## src/rtl/fht_seq_ctrl.sv

```systemverilog
// Address and strobe sequencer for an in-place 4-bank fast Hartley transform.
// Every output is registered; iHOLD freezes the sequence and masks strobes.
module fht_seq_ctrl #(
    parameter int A_BIT    = 8,
    parameter int PIPE_LAT = 3
) (
    input  logic               iCLK,
    input  logic               iRESET,
    input  logic               iSTART,
    input  logic [3:0]         iNUM_STAGE,
    input  logic               iHOLD,
    output logic               oBUSY,
    output logic               oDONE,
    output logic               oERR,
    output logic [3:0]         oSTAGE,
    output logic               oST_ZERO,
    output logic               oST_LAST,
    output logic [A_BIT-1:0]   oADDR_RD,
    output logic               oRD_EN,
    output logic [A_BIT-1:0]   oADDR_WR,
    output logic               oWE_A,
    output logic               oWE_B,
    output logic [A_BIT-3:0]   oADDR_COEF,
    output logic [A_BIT-1:0]   oSECTOR,
    output logic               oSOURCE_DATA
);
    localparam int MAX_STG = A_BIT + 2;
    localparam int C_BIT   = A_BIT - 2;
    localparam int D_BIT   = $clog2(PIPE_LAT + 1);

    typedef enum logic [2:0] {
        S_IDLE,
        S_READ,
        S_DRAIN,
        S_NEXT,
        S_DONE
    } state_t;

    state_t           state_reg;
    logic [3:0]       num_stage_reg;
    logic [3:0]       stage_reg;
    logic [A_BIT-1:0] rd_cnt_reg;
    logic [D_BIT-1:0] drain_cnt_reg;
    logic [C_BIT-1:0] coef_cnt_reg;
    logic [C_BIT-1:0] coef_addr_reg;
    logic [A_BIT-1:0] addr_rd_reg;
    logic [A_BIT-1:0] addr_wr_reg;
    logic [A_BIT-1:0] sector_reg;
    logic             busy_reg;
    logic             done_reg;
    logic             err_reg;
    logic             st_zero_reg;
    logic             st_last_reg;
    logic             rd_en_reg;
    logic             we_a_reg;
    logic             we_b_reg;
    logic             source_reg;

    // Delay line carries the stage parity so write routing follows the read's stage.
    logic             dl_en_reg   [PIPE_LAT];
    logic [A_BIT-1:0] dl_addr_reg [PIPE_LAT];
    logic             dl_par_reg  [PIPE_LAT];

    int unsigned      sh_amt;
    logic [A_BIT-1:0] sec_mask;
    logic [A_BIT-1:0] sector_next;
    logic             sector_end;
    logic             start_legal;
    logic [C_BIT-1:0] coef_rev;

    always_comb begin
        sh_amt = 0;
        if (int'(stage_reg) < A_BIT) begin
            sh_amt = A_BIT - int'(stage_reg);
        end
        sec_mask    = ~({A_BIT{1'b1}} << sh_amt);
        sector_next = rd_cnt_reg >> sh_amt;
        sector_end  = &(rd_cnt_reg | ~sec_mask);
        start_legal = (iNUM_STAGE != 4'd0) && (int'(iNUM_STAGE) <= MAX_STG);
    end

    for (genvar gi = 0; gi < C_BIT; gi++) begin : g_rev
        assign coef_rev[gi] = coef_cnt_reg[C_BIT-1-gi];
    end

    always_ff @(posedge iCLK) begin
        if (iRESET) begin
            for (int i = 0; i < PIPE_LAT; i++) begin
                dl_en_reg[i]   <= 1'b0;
                dl_addr_reg[i] <= '0;
                dl_par_reg[i]  <= 1'b0;
            end
        end else if (!iHOLD) begin
            dl_en_reg[0]   <= (state_reg == S_READ);
            dl_addr_reg[0] <= rd_cnt_reg;
            dl_par_reg[0]  <= stage_reg[0];
            for (int i = 1; i < PIPE_LAT; i++) begin
                dl_en_reg[i]   <= dl_en_reg[i-1];
                dl_addr_reg[i] <= dl_addr_reg[i-1];
                dl_par_reg[i]  <= dl_par_reg[i-1];
            end
        end
    end

    always_ff @(posedge iCLK) begin
        if (iRESET) begin
            state_reg     <= S_IDLE;
            num_stage_reg <= '0;
            stage_reg     <= '0;
            rd_cnt_reg    <= '0;
            drain_cnt_reg <= '0;
            coef_cnt_reg  <= '0;
            coef_addr_reg <= '0;
            addr_rd_reg   <= '0;
            addr_wr_reg   <= '0;
            sector_reg    <= '0;
            busy_reg      <= 1'b0;
            done_reg      <= 1'b0;
            err_reg       <= 1'b0;
            st_zero_reg   <= 1'b0;
            st_last_reg   <= 1'b0;
            rd_en_reg     <= 1'b0;
            we_a_reg      <= 1'b0;
            we_b_reg      <= 1'b0;
            source_reg    <= 1'b0;
        end else if (iHOLD) begin
            rd_en_reg <= 1'b0;
            we_a_reg  <= 1'b0;
            we_b_reg  <= 1'b0;
        end else begin
            rd_en_reg   <= 1'b0;
            err_reg     <= 1'b0;
            done_reg    <= 1'b0;
            addr_wr_reg <= dl_addr_reg[PIPE_LAT-1];
            we_a_reg    <= dl_en_reg[PIPE_LAT-1] &  dl_par_reg[PIPE_LAT-1];
            we_b_reg    <= dl_en_reg[PIPE_LAT-1] & ~dl_par_reg[PIPE_LAT-1];
            case (state_reg)
                S_IDLE: begin
                    if (iSTART) begin
                        if (start_legal) begin
                            state_reg     <= S_READ;
                            num_stage_reg <= iNUM_STAGE;
                            stage_reg     <= '0;
                            rd_cnt_reg    <= '0;
                            drain_cnt_reg <= '0;
                            coef_cnt_reg  <= '0;
                            source_reg    <= 1'b0;
                            busy_reg      <= 1'b1;
                            st_zero_reg   <= 1'b1;
                            st_last_reg   <= (iNUM_STAGE == 4'd1);
                        end else begin
                            err_reg <= 1'b1;
                        end
                    end
                end
                S_READ: begin
                    rd_en_reg     <= 1'b1;
                    addr_rd_reg   <= rd_cnt_reg;
                    sector_reg    <= sector_next;
                    coef_addr_reg <= coef_rev;
                    if (sector_end) begin
                        coef_cnt_reg <= coef_cnt_reg + C_BIT'(1);
                    end
                    rd_cnt_reg <= rd_cnt_reg + A_BIT'(1);
                    if (rd_cnt_reg == '1) begin
                        state_reg     <= S_DRAIN;
                        drain_cnt_reg <= '0;
                    end
                end
                S_DRAIN: begin
                    if (drain_cnt_reg == D_BIT'(PIPE_LAT - 1)) begin
                        state_reg <= S_NEXT;
                    end else begin
                        drain_cnt_reg <= drain_cnt_reg + D_BIT'(1);
                    end
                end
                S_NEXT: begin
                    if (stage_reg == num_stage_reg - 4'd1) begin
                        state_reg <= S_DONE;
                        done_reg  <= 1'b1;
                    end else begin
                        state_reg    <= S_READ;
                        stage_reg    <= stage_reg + 4'd1;
                        source_reg   <= ~source_reg;
                        coef_cnt_reg <= '0;
                        st_zero_reg  <= 1'b0;
                        st_last_reg  <= (stage_reg + 4'd2 == num_stage_reg);
                    end
                end
                S_DONE: begin
                    state_reg   <= S_IDLE;
                    busy_reg    <= 1'b0;
                    st_zero_reg <= 1'b0;
                    st_last_reg <= 1'b0;
                end
                default: state_reg <= S_IDLE;
            endcase
        end
    end

    assign oBUSY        = busy_reg;
    assign oDONE        = done_reg;
    assign oERR         = err_reg;
    assign oSTAGE       = stage_reg;
    assign oST_ZERO     = st_zero_reg;
    assign oST_LAST     = st_last_reg;
    assign oADDR_RD     = addr_rd_reg;
    assign oRD_EN       = rd_en_reg;
    assign oADDR_WR     = addr_wr_reg;
    assign oWE_A        = we_a_reg;
    assign oWE_B        = we_b_reg;
    assign oADDR_COEF   = coef_addr_reg;
    assign oSECTOR      = sector_reg;
    assign oSOURCE_DATA = source_reg;
endmodule

```

## config.mk

```make
export PLATFORM = sky130hd
export DESIGN_NAME = fht_seq_ctrl
export DESIGN_NICKNAME = d
export VERILOG_FILES = /design/src/rtl/fht_seq_ctrl.sv
export SDC_FILE = /design/constraint.sdc
export NUM_CORES = 1
export LEC_CHECK = 0
export ABC_CLOCK_PERIOD_IN_PS = 3850
export CAP_MARGIN = 15
export CORE_MARGIN = 3
export CORE_UTILIZATION = 40
export DETAILED_ROUTE_END_ITERATION = 6
export SLEW_MARGIN = 20
export SYNTH_ARGS = -nofsm -noshare
export SYNTH_HDL_FRONTEND = slang
export SYNTH_SLANG_ARGS = --single-unit
```

## constraint.sdc

```tcl
create_clock -name iCLK -period 3.85 [get_ports iCLK]
set_input_delay 0.385 -clock iCLK [delete_from_list [all_inputs] [get_ports iCLK]]
set_output_delay 0.385 -clock iCLK [all_outputs]
set_load 0.02 [all_outputs]
```

==> impl_results.md <==
* Synth Register Bits at 96
* Drc violations at 0
* Placed Area at 0.00510 mm^2
* Die width at 112 um
* CP Max Fanout at 15
* Psw at 496 uW
* Peak supply drop at 170 uV
* Final setup viols at 0
* Sw Share at 0.232
* DRT antenna net count at 0
* Period minus WS final at 2.85 ns
* Max_cap viols at 0
* Clock skew at 0.00466 ns
* Post-Place Worst Slack at 1.01 ns
* Area delta synth->final at 19.6%
* RSZ-0062 raised after global routing: false
* Setup bufs post-CTS at 0
* Antenna Cells at 0
* Crit. Startpoint: oSTAGE[0]
* Core Area at 0.0109 mm^2
* Cells after DPL at 638
* Hold Fails Final Rpt at 0
* Height of the die at 112 um
* GP Congestion at 0.869
* Total grt overflow at 0
* Avg Inst Size Synth at 9.57 um^2
* Worst endpoint required time at 4.08 ns
* Worst-Skew Late Latency at 0.34 ns
* EDFF count, synth at 30
* TritonCTS clock tree: done
* Pin count of the biggest net entering global routing at 40
* Vias in the first global route at between 3000 and 4000
* Startpoint Class: register
* Internal Power at 1.65 mW
* Non-Filler Instances at 654
* Core Util, Final at 0.493
* CTS H-Tree Depth at 3
* Setup Crit Path Kind: reg -> reg
* Cell area after layout at 0.00539 mm^2
* Critical path arrival at 3.08 ns
* DP Wirelength at 6.80 mm
* Final wirelength at ~9.7 mm
* # nets final at ~530
* Clock tree sinks at 96
* CTS Buf Count at 9
* Total Routing Usage GR at 0.161
* Hold Crit Depth at 1
* Slew HR at 0.349
* Syn Inst Count at 471
* Ys async rst share at 0
* Maximum clock path buffer count at 2
* FF-to-FF setup slack at between 1 and 1.5 ns
* First-pass GRT wire length at 16.7 mm
* Max Transition Viols Final at 0
* Final worst setup slack at 1.00 ns
* Vias/cell at roughly 5.2
* Synthesized area at approximately 0.0045 mm^2
* Die area at 0.0126 mm^2
* Drt first pass iters at 4
* Seq pwr share at 0.509
* Syn nets at between 400 and 500
* Vias at 3431
* Lkg Pwr at 1.90 nW
* Hold slack at 0.423 ns
* FMAX at 0.351 GHz
* Status: finished, final reports clean
* Largest register FFs at 24
* Measured slew at the worst slew-check pin at slightly below 1 ns
* FF-to-FF path depth at 8
* Hold Buf Count CTS at 0
* DR WL/cell at 14.8 um
* Initial antenna violation count at 0
* Post-route clock period utilization at 0.740
* Register area share after synthesis at 0.493
* Share of cells above drive strength 1 at 0.0642
* Post-route setup TNS at 0 ns
* Total of cells resized after clock tree synthesis at 0
* Top_reg_cell synth: dfxtp_1
* Netlist cell types at 69
* Ys Warns at 0
* Hold Path Sink: oWE_B
* Reg2reg start: oSTAGE[0]
* Power Density at just under 400 mW/mm^2
* Clock power frac at 0.419
* Worst hold start: dl_par_reg[0][2]
* I/O pin count at 51
* Num rows at 38
* Combinational Power Share at 0.071
* RR Endpoint: coef_cnt_reg[2]
* Total Power at roughly 2.1 mW
* CTS root buf: clkbuf_16
* Clk slew on worst S/H paths at 0.07 ns
* HP Class: reg -> reg
* Crit path capture type: register
* PortBufs at 50
* Initial DRC count at between 200 and 250
* Initial Utilization at 0.412
[worst max-delay path: stages (launching register included)]
cell       delay, ns
dfxtp_1         0.67
inv_1           0.19
ha_1            0.29
xor2_2          0.22
a21o_1          0.31
a2bb2oi_2       0.20
nand4_4         0.18
o311a_1         0.36
a311o_1         0.31
[cell usage after synthesis, drive strengths merged, types with 2 or more instances]
library cell | count | area share
a2bb2oi | 4 | 0.0092
nor2b | 2 | 0.0028
o21ai | 9 | 0.011
and3 | 3 | 0.0042
o221ai | 5 | 0.011
ha | 8 | 0.022
o21a | 2 | 0.0033
nor3 | 11 | 0.012
o211ai | 3 | 0.0050
and2 | 29 | 0.040
nand4 | 6 | 0.012
mux2i | 24 | 0.053
nor4 | 5 | 0.010
nand2b | 7 | 0.0097
nor2 | 55 | 0.048
xor2 | 9 | 0.023
or2 | 2 | 0.0028
clkbuf | 18 | 0.015
o2111ai | 2 | 0.0039
dfxtp | 66 | 0.29
a22oi | 2 | 0.0033
nand3b | 3 | 0.0050
edfxtp | 30 | 0.20
xnor2 | 7 | 0.014
nand2 | 54 | 0.045
buf | 12 | 0.015
o31a | 2 | 0.0039
o21bai | 2 | 0.0033
a21o | 3 | 0.0050
nand3 | 9 | 0.010
inv | 15 | 0.012
a21oi | 38 | 0.045
a32oi | 2 | 0.0039
a31oi | 2 | 0.0028
[worst max-delay path by stage]
stage,cells after the start,end
final,8,coef_cnt_reg[2]
after global routing,8,coef_cnt_reg[2]
after CTS,8,coef_cnt_reg[2]
after detailed placement,8,coef_cnt_reg[2]
after global placement,8,coef_cnt_reg[2]
after floorplan,10,coef_cnt_reg[2]
[final cells by class]
type	instances	area (um^2)
Tap cell	140	175
Multi-Input combinational cell	330	2100
Clock buffer	11	233
Inverter	15	56.3
Clock inverter	5	62.6
Fill cell	1044	5540
Sequential cell	96	2220
Timing Repair Buffer	57	548
[metal layers]
layer | routed length [um] | up-vias | GRT usage
li1 | - | 1725 | -
met5 | 0 | - | 0
met3 | 362 | 15 | 0.0329
met1 | 4680 | 1622 | 0.219
met4 | 191 | 0 | 0.0625
met2 | 4420 | 69 | 0.254
[cell families (layout without fill, tap and decap cells)]
kind of cell | count (synthesis) | count (layout) | share of synthesized area
fa+ha+maj | 8 | 8 | 0.0222
buf+inv | 45 | 88 | 0.0422
simple gates | 193 | 193 | 0.214
compound gates | 88 | 88 | 0.133
mux | 24 | 24 | 0.0533
flops | 96 | 96 | 0.493
xor+xnor | 17 | 17 | 0.0422
[power groups by stage]
stage / clock network, mW / logic, mW / registers [mW]
3_5_place_dp: 0 / 0.154 / 1.11
3_3_place_gp: 0 / 0.152 / 1.11
4_1_cts: 0.926 / 0.155 / 1.09
2_1_floorplan: 0 / 0.101 / 1.12
5_1_grt: 0.964 / 0.170 / 1.09
6_report: 0.898 / 0.152 / 1.09
[layout by cell type (no fill, tap or decap), drive strengths merged, types with 4 or more instances in the layout]
master	Yosys	final
a21oi	38	38
a2bb2oi	4	4
and2	29	29
buf	12	8
clkbuf	18	11
clkdlybuf4s50	0	49
dfxtp	66	66
edfxtp	30	30
ha	8	8
inv	15	19
mux2i	24	24
nand2	54	54
nand2b	7	7
nand3	9	9
nand4	6	6
nor2	55	55
nor3	11	11
nor4	5	5
o21ai	9	9
o221ai	5	5
xnor2	7	7
xor2	9	9
Note: power is estimated with default switching activity, not from simulation.
==> RTL edit 1, RTL diff (same flow settings) <==
Put one more register stage on the output `oERR`, with the module's reset. The value now appears one clock later. The other outputs are not delayed to match.
--- a/src/rtl/fht_seq_ctrl.sv
+++ b/src/rtl/fht_seq_ctrl.sv
@@ -202,3 +202,9 @@
     assign oDONE        = done_reg;
-    assign oERR         = err_reg;
+    always_ff @(posedge iCLK) begin
+        if (iRESET) begin
+            oERR <= '0;
+        end else begin
+            oERR <= err_reg;
+        end
+    end
     assign oSTAGE       = stage_reg;
Check against the original RTL: not equivalent (Yosys sat finds a counterexample within 4 cycles, from zero or initial values and one cycle with iRESET high).
==> RTL edit 1 against the original RTL <==
  * Global-route usage rose by 0.072 points
  * Power fell by 9.4%
  * Combinational power fell by 18%
  * Worst setup slack got worse by 0.014 ns
  * Sequential cell count rose by 1
  * Cell count fell by 0.31%
  * Design area fell by 2.6%
  * Critical path depth did not move
  * Synthesized area fell by 1.8%
  * Routed wire length rose by 0.83%
  * Via count rose by 0.12%
  * Largest cell class unchanged
  * Largest power group unchanged
  * Highest routed layer unchanged
==> RTL edit 1: results (changes against the original RTL) <==
* Critical Path Max Stage Delay at 0.75 ns (+0.08 ns)
* Post-synthesis xor/xnor area fraction at 0.0348 (-0.00742)
* Complex-gate fraction of the synthesized area at 0.133 (-0.000374)
* First-pass GRT wire length at 16400 um (-1.9%)
* Synth Net Count at 486 (-0.21%)
* Gpl congestion at 0.864 (-0.56%)
* Avg Inst Size Synth at 9.42 um2 (-1.6%)
* Nets at 527 (+0.38%)
* Sequential share of the synthesized area at 0.506 (+0.0136)
* Setup Slack @ Placement at 1.06 ns (+0.0545 ns)
* VDD IR max at 0.242 mV (+43%)
* Detailed Place HPWL at 6600 um (-2.9%)
* Post-synthesis mux area share at 0.0593 (+0.00606)
* Layout Cells excl Fill at 652 (-0.31%)
* CTS clk-pin slew, worst paths at 0.10 ns (+0.03 ns)
* Top post-synthesis cells by count: dfxtp_1 (67), nand2_1 (60), nor2_1 (46), a21oi_1 (35)
* Period minus WS final at 2.86 ns (+0.0145 ns)
* Vias in the first global route at 3348 (-1.2%)
* Placed insts at 636 (-0.31%)
* Synth Area in Adders at 0.0226 (+0.000408)
* Clk_lat worst skew at 0.37 ns (+0.03 ns)
* Worst Path Max Fanout at 17 (+2)
* Via-per-instance ratio at 5.27 (+0.42%)
* Drt wl/cell at 14.9 um (+1.1%)
* Worst hold slack at 0.432 ns (+0.00867 ns)
* Yosys cell types at 53 (-23%)
* Pin count of the biggest net entering global routing at 32 (-20%)
* CP arrival at 3.13 ns (+0.05 ns)
* DR iter-0 viols at 160 (-35%)
* Layout cells sized above 1 at 0.0562 (-0.00800)
* Status: complete, no violations
* Worst Setup EP: coef_cnt_reg[3]
* Cell Area, Placed at 0.00504 mm2 (-1.1%)
* Tightest Pin Transition at 0.732 ns (-0.241 ns)
==> RTL edit 1: metal layers <==
| metal | GRT usage | wire length (um) | share of wire | vias up |
|---|---|---|---|---|
| met4 | 0.0438 | 114 | 0.012 | 0 |
| met2 | 0.263 | 4640 | 0.48 | 74 |
| met5 | 0 | 0 | 0 | - |
| met3 | 0.0508 | 419 | 0.043 | 14 |
| met1 | 0.209 | 4570 | 0.47 | 1621 |
| li1 | - | - | - | 1726 |
==> RTL edit 1: layout make-up <==
type | instances | area [um2]
flip-flops and latches | 97 | 2240
repair buffers | 57 | 548
multi-input cells | 333 | 2030
clock inverters | 5 | 80.1
inverters | 13 | 48.8
well taps | 136 | 170
fillers | 992 | 5300
clock buffers | 11 | 131
==> RTL edit 1: where the power goes <==
group          switching (W)  leakage [nW]  internal (W)  total (W)
Combinational      0.0000770         0.935     0.0000477   0.000125
Clock               0.000357         0.102      0.000367   0.000724
Sequential         0.0000127         0.875       0.00108    0.00109
Total               0.000447          1.91       0.00149    0.00194
==> RTL edit 2, RTL diff (same flow settings) <==
Without the edit above. Change the parameter `A_BIT` from 8 to 16.
--- a/src/rtl/fht_seq_ctrl.sv
+++ b/src/rtl/fht_seq_ctrl.sv
@@ -3,3 +3,3 @@
 module fht_seq_ctrl #(
-    parameter int A_BIT    = 8,
+    parameter int A_BIT    = 16,
     parameter int PIPE_LAT = 3
Interface: changed (resized oADDR_COEF, oADDR_RD, oADDR_WR and oSECTOR); port bits go from 51 to 83. The function was not compared with the original's and may differ.
==> RTL edit 2 against the original RTL <==
  * Sequential power up 73%
  * Routed wire length up 94%
  * Synthesized area up 69%
  * Global-route usage up 2.6 points
  * Critical path depth up 3
  * Design area up 70%
  * Sequential cell count up 72
  * Power up 79%
  * Worst hold slack worse by 0.069 ns
  * Worst setup slack worse by 0.28 ns
  * Highest routed layer unchanged
==> RTL edit 2: results (changes against the original RTL) <==
* Status: complete, no violations
* Ant diodes at 0 (unchanged)
* Worst hold-check path type: input port to flip-flop
* Drt first pass iters at 5 (+1)
* Comb power frac at 0.064 (-0.007)
* Hold path start: iRESET
* GRT Total Usage at 0.187 (+0.0258)
* Met1 Use GR at 0.264 (+0.0447)
* VDD IR max at 0.299 mV (+76%)
* CP startpoint: oSTAGE[1]
* Top post-synthesis cells by count: dfxtp_1 (114), nand2_1 (113), nor2_1 (77), and2_1 (55)
* NetSw at 0.000937 W (+89%)
* Pin count of the biggest net entering global routing at 86 (+110%)
* Synth Net Count at 814 (+67%)
* Mapped cell area at 0.00760 mm2 (+69%)
* Logic inverters at 18 (+3)
* DR vias at 6044 (+76%)
* Layout cells sized above 1 at 0.0842 (+0.0200)
* Max reg flops at 48 (+100%)
* Tightest Pin Transition at 0.899 ns (-0.0741 ns)
* Non-clock buffers at 98 (+72%)
* Clk_lat worst skew at 0.42 ns (+0.08 ns)
* Synthesis-to-layout area growth at 20.9%
* Cell Area, Placed at 0.00861 mm2 (+69%)
* WHS Endpoint: oADDR_WR[5]
* Seq Cell Count at 168 (+75%)
* First-pass GRT wire length at 30700 um (+83%)
* GR Util met2 at 0.281 (+0.0274)
* Port bufs at 82 (+64%)
* Final WS setup at 0.720 ns (-0.280 ns)
* Nets at 873 (+66%)
* Detailed Place HPWL at 12800 um (+89%)
* Clock network share of area at 0.0633 (+0.00856)
* Clock buffer count at 19 (+8)
* Worst Path Max Fanout at 17 (+2)
* Skew final at 0.0105 ns (+0.00581 ns)
* Setup Slack @ Placement at 0.727 ns (-0.279 ns)
* Worst hold slack at 0.354 ns (-0.0694 ns)
* Sequential share of the synthesized area at 0.514 (+0.0208)
* Synth top area cells: dfxtp_1 (30%), edfxtp_1 (21%), nand2_1 (5.6%)
* Fillcell total at 1704 (+63%)
* DR iter-0 viols at 496 (+100%)
* Layout Cells excl Fill at 1096 (+68%)
* Clock network power share at 0.440 (+0.021)
* Max Buffers Root-to-Sink at 2 (unchanged)
* Logic power comb at 0.000246 W (+62%)
* Num CTS Buffers at 17 (+8)
* Multi-input gates at 551 (+67%)
* Register-to-Register Path Depth at 11 (+3)
* Multi-input gate area at 0.00340 mm2 (+62%)
* Critical path's slowest cell: nor3_2
* Routed WL at 18700 um (+94%)
* Number of synthesized flops with an enable pin at 54 (+80%)
[RTL edit 2: cell types whose count changed after synthesis, moves of 8 or more]
cell | unedited run | this run
nor2_1 | 53 | 77
a22oi_1 | 2 | 13
a21oi_1 | 37 | 54
nor3_1 | 11 | 19
clkbuf_1 | 18 | 49
dfxtp_1 | 66 | 114
nand2_1 | 54 | 113
and2_1 | 29 | 55
o21ai_0 | 6 | 17
edfxtp_1 | 30 | 54
[RTL edit 2: cell families (layout without fill, tap and decap cells)]
family	after synthesis	count (layout)	synth area share
XOR/XNOR	23	23	0.0295
AND/OR/NAND/NOR	327	327	0.206
buffers and inverters	76	148	0.0398
multiplexers	40	40	0.0621
adder cells (fa/ha/maj)	11	11	0.0181
flip-flops	168	168	0.514
AO/OA/AOI/OAI	150	150	0.131
[RTL edit 2: per-layer routing]
layer | vias up | share of wire
li1 | 2926 | -
met3 | 39 | 0.050
met1 | 2883 | 0.48
met2 | 196 | 0.44
met4 | 0 | 0.022
met5 | - | 0
